--- src/rtl/pwm_ramp_pkg.sv ---
// Shared types and helpers for the PWM ramp generator.
// Contents: FSM state enum, default widths, carry/wrap helper.
// Optional feature macro used by the slice: PWM_RAMP_STEP_EN.
package pwm_ramp_pkg;

  localparam int unsigned DEF_NBITS   = 8;
  localparam int unsigned DEF_PRESC_W = 8;

  typedef enum logic {
    IDLE = 1'b0,
    RAMP = 1'b1
  } state_e;

  // True when base + inc no longer fits in nbits (valid for nbits < 32).
  function automatic logic carry_out(input int unsigned base,
                                     input int unsigned inc,
                                     input int unsigned nbits);
    return ((base + inc) >> nbits) != 0;
  endfunction

endpackage

--- src/rtl/pwm_ramp_presc.sv ---
// Prescaler for the PWM ramp generator: emits one tick every div+1 clocks
// while run is high.
// Ports:
//   clk_i, rst_ni : clock, async active-low reset
//   run           : count enable; counter held at 0 when low
//   sync_clr      : synchronous restart of the count
//   div           : terminal count (tick when count == div)
//   tick          : combinational tick, high in the cycle count == div
module pwm_ramp_presc
  import pwm_ramp_pkg::*;
#(
  parameter int unsigned W = DEF_PRESC_W
) (
  input  logic         clk_i,
  input  logic         rst_ni,
  input  logic         run,
  input  logic         sync_clr,
  input  logic [W-1:0] div,
  output logic         tick
);

  logic [W-1:0] presc_q, presc_d;

  assign tick = run && (presc_q == div);

  always_comb begin
    presc_d = presc_q + W'(1);
    if (!run || sync_clr || tick) begin
      presc_d = '0;
    end
  end

  always_ff @(posedge clk_i or negedge rst_ni) begin
    if (!rst_ni) begin
      presc_q <= '0;
    end else begin
      presc_q <= presc_d;
    end
  end

endmodule

--- src/rtl/pwm_ramp_gen.sv ---
// PWM ramp generator: the duty count steps up once per PWM period
// (2^NBITS ticks) and restarts on clear_i from the edge-capture controller.
// Ports:
//   clk_i, rst_ni  : clock, async active-low reset
//   en_i           : ramp enable (level)
//   clear_i        : one-cycle ramp restart, honoured in RAMP only
//   presc_i        : tick divider, latched on IDLE->RAMP
//   step_i         : duty step, latched on IDLE->RAMP (PWM_RAMP_STEP_EN only)
//   pwm_o          : registered PWM output
//   pwm_dc_o       : current duty count
//   period_end_o   : one-cycle pulse, seen together with the updated duty count
//   ovf_o          : one-cycle pulse when the duty count wraps without a clear
//   busy_o         : high in RAMP
// Build option: define PWM_RAMP_STEP_EN to add step_i.
module pwm_ramp_gen
  import pwm_ramp_pkg::*;
#(
  parameter int unsigned NBITS   = DEF_NBITS,
  parameter int unsigned PRESC_W = DEF_PRESC_W
) (
  input  logic               clk_i,
  input  logic               rst_ni,
  input  logic               en_i,
  input  logic               clear_i,
  input  logic [PRESC_W-1:0] presc_i,
`ifdef PWM_RAMP_STEP_EN
  input  logic [NBITS-1:0]   step_i,
`endif
  output logic               pwm_o,
  output logic [NBITS-1:0]   pwm_dc_o,
  output logic               period_end_o,
  output logic               ovf_o,
  output logic               busy_o
);

  localparam logic [NBITS-1:0] STEP_ONE = NBITS'(1);

  state_e             state_q, state_d;
  logic [PRESC_W-1:0] presc_lat_q, presc_lat_d;
  logic [NBITS-1:0]   cnt_q, cnt_d;
  logic [NBITS-1:0]   dc_q, dc_d;
  logic               pwm_q, pwm_d;
  logic               period_end_q, period_end_d;
  logic               ovf_q, ovf_d;
  logic [NBITS-1:0]   step_eff;
  logic               run, sync_clr, tick;

`ifdef PWM_RAMP_STEP_EN
  logic [NBITS-1:0]   step_lat_q, step_lat_d;
  assign step_eff = (step_lat_q == '0) ? STEP_ONE : step_lat_q;
`else
  assign step_eff = STEP_ONE;
`endif

  assign run = (state_q == RAMP);
  // Leaving RAMP and clear_i both restart the ramp; neither may emit pulses.
  assign sync_clr = run && (!en_i || clear_i);

  pwm_ramp_presc #(
    .W(PRESC_W)
  ) u_presc (
    .clk_i    (clk_i),
    .rst_ni   (rst_ni),
    .run      (run),
    .sync_clr (sync_clr),
    .div      (presc_lat_q),
    .tick     (tick)
  );

  // State register
  always_ff @(posedge clk_i or negedge rst_ni) begin
    if (!rst_ni) begin
      state_q <= IDLE;
    end else begin
      state_q <= state_d;
    end
  end

  // Next-state logic
  always_comb begin
    state_d = state_q;
    case (state_q)
      IDLE:    if (en_i)  state_d = RAMP;
      RAMP:    if (!en_i) state_d = IDLE;
      default: state_d = IDLE;
    endcase
  end

  // Counters, duty update and registered outputs
  always_comb begin
    presc_lat_d  = presc_lat_q;
    cnt_d        = cnt_q;
    dc_d         = dc_q;
    period_end_d = 1'b0;
    ovf_d        = 1'b0;
`ifdef PWM_RAMP_STEP_EN
    step_lat_d   = step_lat_q;
`endif
    if (!run) begin
      cnt_d = '0;
      dc_d  = '0;
      if (en_i) begin
        presc_lat_d = presc_i;
`ifdef PWM_RAMP_STEP_EN
        step_lat_d  = step_i;
`endif
      end
    end else if (sync_clr) begin
      cnt_d = '0;
      dc_d  = '0;
    end else if (tick) begin
      cnt_d = cnt_q + STEP_ONE;
      if (carry_out(32'(cnt_q), 32'd1, NBITS)) begin
        period_end_d = 1'b1;
        dc_d         = dc_q + step_eff;
        ovf_d        = carry_out(32'(dc_q), 32'(step_eff), NBITS);
      end
    end
    // Compare on next-state values so pwm_o lines up with cnt_q.
    pwm_d = (state_d == RAMP) && (cnt_d < dc_d);
  end

  always_ff @(posedge clk_i or negedge rst_ni) begin
    if (!rst_ni) begin
      presc_lat_q  <= '0;
      cnt_q        <= '0;
      dc_q         <= '0;
      pwm_q        <= 1'b0;
      period_end_q <= 1'b0;
      ovf_q        <= 1'b0;
`ifdef PWM_RAMP_STEP_EN
      step_lat_q   <= '0;
`endif
    end else begin
      presc_lat_q  <= presc_lat_d;
      cnt_q        <= cnt_d;
      dc_q         <= dc_d;
      pwm_q        <= pwm_d;
      period_end_q <= period_end_d;
      ovf_q        <= ovf_d;
`ifdef PWM_RAMP_STEP_EN
      step_lat_q   <= step_lat_d;
`endif
    end
  end

  // Output logic
  assign pwm_o        = pwm_q;
  assign pwm_dc_o     = dc_q;
  assign period_end_o = period_end_q;
  assign ovf_o        = ovf_q;
  assign busy_o       = (state_q == RAMP);

endmodule
--- config.mk ---
export PLATFORM = sky130hd
export DESIGN_NAME = pwm_ramp_gen
export DESIGN_NICKNAME = d
export VERILOG_FILES = /design/src/rtl/pwm_ramp_pkg.sv /design/src/rtl/pwm_ramp_presc.sv /design/src/rtl/pwm_ramp_gen.sv
export SDC_FILE = /design/constraint.sdc
export NUM_CORES = 1
export LEC_CHECK = 0
export BUFFER_PORTS_ARGS = -buffer_cell sky130_fd_sc_hd__buf_2
export CAP_MARGIN = 10
export CELL_PAD_IN_SITES_DETAIL_PLACEMENT = 2
export CELL_PAD_IN_SITES_GLOBAL_PLACEMENT = 2
export CORE_MARGIN = 2
export CORE_UTILIZATION = 40
export CTS_CLUSTER_SIZE = 28
export DETAILED_ROUTE_END_ITERATION = 8
export PLACE_DENSITY_LB_ADDON = 0.3
export SLEW_MARGIN = 40
export SYNTH_ARGS = -nofsm -noshare
export SYNTH_HDL_FRONTEND = slang
export SYNTH_HIERARCHICAL = 1
export SYNTH_SLANG_ARGS = --single-unit
--- constraint.sdc ---
create_clock -name clk_i -period 8.3 [get_ports clk_i]
set_clock_uncertainty 0.15 [all_clocks]
set_input_delay 0.83 -clock clk_i [delete_from_list [all_inputs] [get_ports clk_i]]
set_output_delay 0.83 -clock clk_i [all_outputs]
set_load 0.02 [all_outputs]
==> results of run 1 <==
[state kept, by name, summed over array words and instances, names as in the netlist]
register and cells:
busy_o 1, cnt_q 8, ovf_o 1, period_end_o 1, presc_lat_q 8, pwm_dc_o 8
pwm_o 1, u_presc/presc_q 8
[metrics by stage]
step | utilization [%] | setup WS, ps | total power, mW | instances | hold WS [ps]
final | 46.7 | 4660 | 0.347 | 263 | 346
after global routing | 46.7 | 4420 | 0.364 | 263 | 369
after detailed placement | 44.7 | 4750 | 0.223 | 255 | 361
after floorplan | - | 5070 | 0.210 | 183 | 311
after global placement | 44.7 | 4890 | 0.221 | 255 | 351
after CTS | 46.6 | 4640 | 0.352 | 263 | 374
[layout by cell type, fill, tap and decap left out, drive strengths merged, types with 4 or more instances in the layout]
cell type  instances
nand3             12
nor2              21
dfrtp             36
ha                10
nand4              8
xor2              12
buf               23
a21oi              6
and3               4
nand2             11
clkbuf             8
xnor2             14
nand2b             4
nor3               4
mux2               8
and2               4
[metal layers]
metal / track usage [%] / vias to the layer above
met5: 0 / -
met2: 39.1 / 18
met4: 6.67 / 0
met3: 3.84 / 6
met1: 23.7 / 753
li1: - / 687
[worst reg2reg max path: cells and delay by family, from the launching register on]
family | cells | cell delay [ps]
and+or+nand+nor | 7 | 1590
AOI/OAI and AO/OA | 3 | 690
adders and majority gates | 1 | 340
DFF | 1 | 440
xor gates and xnor gates | 2 | 350
[layout make-up]
type | instances | area (um^2) | share of cell area (%)
inverters | 3 | 11.3 | 0.514
well taps | 54 | 67.6 | 3.09
clock buffers | 8 | 90.1 | 4.11
multi-input cells | 139 | 1000 | 45.8
flip-flops and latches | 36 | 901 | 41.1
repair buffers | 23 | 118 | 5.37
[cell families (layout without fill, tap and decap cells)]
group                      count (synthesis)  in the layout
and+or+nand+nor                           78             78
DFF                                       36             36
xor gates and xnor gates                  26             26
AOI/OAI and AO/OA                         16             16
adders and majority gates                 10             10
muxes                                      9              9
buffers and inverters                      8             34
[path summary, 6_finish.rpt]
path,from,end,depth (start not counted)
min,rst_ni,presc_lat_q[5],1
min reg2reg,u_presc/presc_q[0],u_presc/presc_q[0],1
max in group asynchronous,rst_ni,presc_lat_q[1],1
max,u_presc/presc_q[2],pwm_o,13
max reg2reg,u_presc/presc_q[2],pwm_o,13
min in group clk_i,u_presc/presc_q[0],u_presc/presc_q[0],1
[power breakdown]
| group | internal, mW | switching (mW) |
|---|---|---|
| clock network | 0.0677 | 0.0602 |
| registers | 0.182 | 0.00590 |
| logic | 0.0140 | 0.0167 |
==> flow_summary.toml, run 1 <==
[worst_setup_path]
crit_top_cell = "nand2_1"
cp_slowest_cell = "dfrtp_1"
cp_cell_sequence = "xnor2_1 > nand2_1 > nor4_1 > and2_1 > and4_2 > nand4_1 > xor2_1 > nand2b_1 > ha_1 > a211oi_1 > nand2_1 > a211o_1 > a21oi_2"
crit_family = "simple AND/OR/NAND/NOR gates"
cp.arrival_ps = 3710
crit_required_ps = 8370
end_kind = "flop"
critPathMaxFanout = 6
worstSetupPathType = "reg -> reg"
cp_num_buf_inv = 0
slowest_delay_ps = 440
r2r_slack_ps = 4660
critPathLaunchType = "flop"

[logic_synthesis]
synth_area_leader_cell = "dfrtp_1"
synth_edf_count = 0
synthSimpleGateAreaFrac_pct = 21.5
synth_ff_type = "dfrtp_1"
synth_xor_area_share_pct = 12.2
synth_top_area_share_pct = 46.6
synth_area_leaders = "dfrtp_1 47%, ha_1 6.5%, xnor2_1 5.9%"
yosysUniqueCellTypes = 36
async_reset_ff_share_pct = 100
muxShareOfSynthArea_pct = 5.17
synth_common_cells = "36 x dfrtp_1, 21 x nor2_1, 13 x xnor2_1, 12 x nand3_1, 12 x xor2_1"
synth_top_family_by_area = "simple AND/OR/NAND/NOR gates"
synth_nets = 205
synthAdderAreaFrac_pct = 6.47
avgSynthCellArea_um2 = 10.6
synth_compound_area_share_pct = 6.47
syn_inst = 183
syn-cell-area_um2 = 1930
yosysSeqAreaShare_pct = 46.6
ys_seq_elements = 36
yosysMostFrequentCell = "dfrtp_1"
ys.warnings.count = 6

[cts]
clk_pin_slew_worst_paths_ps = 70
cts_buffers = 5
cts.repair.resized = 0
tritoncts = "built"
ctsRootBufferMaster = "clkbuf_8"
htree_num_levels = 2
clock_latency_ps = 290
clock_sinks = 36
cts_setup_buffers = 0
clockBufferDepth = 2
postCtsHoldBufs = 0

[sta]
max_freq_ghz = 0.275
final-hold-violation-count = 0
drv_slew = 0
setup_viol = 0
relSlewSlack_pct = 47.2
tns_ps = 0
layout_min_cycle_time_ps = 3640
rsz0062_at_grt = "false"
worst_slew_pin_slew_ps = 790
period_share_pct = 43.8

[power]
p_leak_nw = 0.990
ir_drop_mv = 0.0665
p_per_area_nw_per_um2 = 158

[place]
hpwl_um = 3820
dpl-instance-area_um2 = 2100
numPortBuffers = 23
place_congestion = 0.798

[routing]
drc = 0
antenna_left = 0
avgRoutedWirePerCell_um = 19.1
top_layer_used = "met4"
met1_length_um = 1980
dr.pass1.iters = 4
routed_wl_um = 5020
drt_iter0_markers = 41
vias = 1464
wl_met2_um = 2860
wl_met3_um = 120
vias_per_cell = 5.57

[floorplanning]
die_h_um = 73.5
initial_core_util_pct = 41.2
die_area_um2 = 5410
rows = 25
ios = 24
die_w_um = 73.5
fp.coreArea_um2 = 4690

[finish]
areaGrowthSynthToFinish_pct = 13.2
nets = 230
fill_cells = 500
diodes = 0
final_cell_area_um2 = 2190
drive_gt1_share_pct = 21.1

[status]
status = "complete, no violations"

[global_routing]
grt_pass1_vias = 1660
overflow = 0
grt_start_max_net_pins = 37
grt_pass1_wl_um = 8260
track_usage_pct = 20.9
antenna_found_initial = 0

[job]
drv_cap = 0

[min_path]
hp-class = "in -> async"
Power figures use the tool's default switching activity.
==> inputs of run 2 (changes only) <==
--- a/config.mk
+++ b/config.mk
@@ -10,7 +10,7 @@
 export CELL_PAD_IN_SITES_DETAIL_PLACEMENT = 2
 export CELL_PAD_IN_SITES_GLOBAL_PLACEMENT = 2
 export CORE_MARGIN = 2
-export CORE_UTILIZATION = 40
+export CORE_UTILIZATION = 37
 export CTS_CLUSTER_SIZE = 28
 export DETAILED_ROUTE_END_ITERATION = 8
 export PLACE_DENSITY_LB_ADDON = 0.3
==> constraint.sdc (replaced) <==
create_clock -name clk_i -period 3.44 [get_ports clk_i]
set_clock_uncertainty 0.15 [all_clocks]
set_input_delay 0.344 -clock clk_i [delete_from_list [all_inputs] [get_ports clk_i]]
set_output_delay 0.344 -clock clk_i [all_outputs]
set_load 0.02 [all_outputs]
==> flow_summary.toml, run 2 (same netlist as run 1, synthesis figures left out) <==
[global_routing]
grt_pass1_vias = 1794
track_usage_pct = 20.8
antenna_found_initial = 0
grt_pass1_wl_um = 9460
grt_start_max_net_pins = 37
overflow = 0

[power]
p_leak_nw = 1.09
ir_drop_mv = 0.206
fin_total_pwr_uw = 979
p_per_area_nw_per_um2 = 405

[routing]
routed_wl_um = 5910
drc = 0
dr.pass1.iters = 4
avgRoutedWirePerCell_um = 20.5
drt_iter0_markers = 33
vias_per_cell = 5.32
antenna_left = 0
vias = 1533

[worst_setup_path]
critPathMaxFanout = 6
worstSetupPathType = "reg -> reg"
rr_startpoint = "presc_lat_q[0]"
crit_start = "presc_lat_q[0]"
cp_num_buf_inv = 0
crit_family = "simple AND/OR/NAND/NOR gates"
cp.arrival_ps = 3410
cp_slowest_cell = "dfrtp_1"
slowest_delay_ps = 410
end_kind = "flop"
crit_required_ps = 3520
cp_cell_sequence = "xnor2_2 > nand2_2 > nor4_4 > and2_4 > and4_4 > nand4_1 > xor2_2 > nand2b_4 > ha_4 > a211oi_2 > nand2_1 > a211o_1 > a21oi_2"
critPathLaunchType = "flop"

[floorplanning]
die_area_um2 = 5820
die_w_um = 76.3
die_h_um = 76.3
rows = 26
ios = 24
fp.coreArea_um2 = 5070
initial_core_util_pct = 38.1

[cts]
clk_pin_slew_worst_paths_ps = 80
tritoncts = "built"
htree_num_levels = 2
clock_sinks = 36
cts_buffers = 5
clock_latency_ps = 300
clockBufferDepth = 2
ctsRootBufferMaster = "clkbuf_8"

[place]
dp_cells = 273
hpwl_um = 3950
pre_cts_ws_ps = -67.5
place_congestion = 0.826
numPortBuffers = 23

[sta]
period_share_pct = 96.6
worst_slew_pin_slew_ps = 731
timing.final.ws_setup_ps = 116
drv_slew = 0
setup_viol = 0
relSlewSlack_pct = 51.1
final-hold-violation-count = 0
layout_min_cycle_time_ps = 3320
max_freq_ghz = 0.301

[finish]
diodes = 0
ff_latch_area_um2 = 902
nets = 239
instances_no_fill = 288
multiInputGateArea_um2 = 1100
drive_gt1_share_pct = 32.1
layout_common_cells = "35 x dfrtp_1, 22 x buf_2, 21 x nor2_1"
mostFrequentLayoutCell = "dfrtp_1"
areaGrowthSynthToFinish_pct = 25.0
fill_cells = 535

[min_path]
hp-class = "in -> reg"
min_from = "en_i"

[job]
drv_cap = 0

[status]
status = "complete, no violations"
run 2: report_power, final:
part | leakage, nW | switching [mW] | internal [mW]
clock network | 0.0645 | 0.166 | 0.256
logic | 0.546 | 0.0537 | 0.0451
registers | 0.480 | 0.0185 | 0.439
total | 1.09 | 0.238 | 0.740
run 2: path summary, 6_finish.rpt:
path,end,slack [ps],depth (start not counted)
hold / removal,busy_o,90,1
hold reg to reg,u_presc/presc_q[0],360,1
max in group asynchronous,u_presc/presc_q[3],2380,2
setup reg to reg,pwm_o,120,13
min in group asynchronous,presc_lat_q[3],400,2
setup / recovery,pwm_o,120,13
run 2: metal layers:
metal  up-vias  track usage (%)  wire length (um)
met5         -                0                 0
met4         0             8.91               174
met3        14             4.38               145
met2        23             38.7              3360
met1       791             22.8              2220
li1        705                -                 -
run 2: per-stage QoR:
stage                     cell area (um^2)  util, %  hold slack, ps  TNS (ps)
after CTS                             2270     44.8            20.5         0
after detailed placement              2130     42.0             341     -67.5
after global placement                2130     42.0             319         0
after floorplan                       1930        -            -102         0
after global routing                  2420     47.7            77.0      -113
final                                 2420     47.7            90.5         0
run 2: repair_timing:
action,4_1_cts,5_1_grt
pin swaps,0,6
hold buffers,0,1
endpoints found under the setup margin,1,1
buffers inserted,0,6
gates resized for setup,3,15
hold endpoints to repair,0,36
run 2: area by class of cell:
| type | instances | area share, % |
|---|---|---|
| multi-input cells | 139 | 45.6 |
| flip-flops and latches | 36 | 37.3 |
| repair buffers | 32 | 7.76 |
| clock buffers | 7 | 3.98 |
| well taps | 70 | 3.62 |
| clock inverters | 1 | 1.24 |
| inverters | 3 | 0.466 |
run 2: worst register-to-register path, delay by kind of cell (launching register included):
kind / cells / cell delay, ps
flip-flops: 1 / 410
AO/OA/AOI/OAI: 3 / 630
adder cells (fa/ha/maj): 1 / 260
AND/OR/NAND/NOR: 7 / 1360
XOR/XNOR: 2 / 450
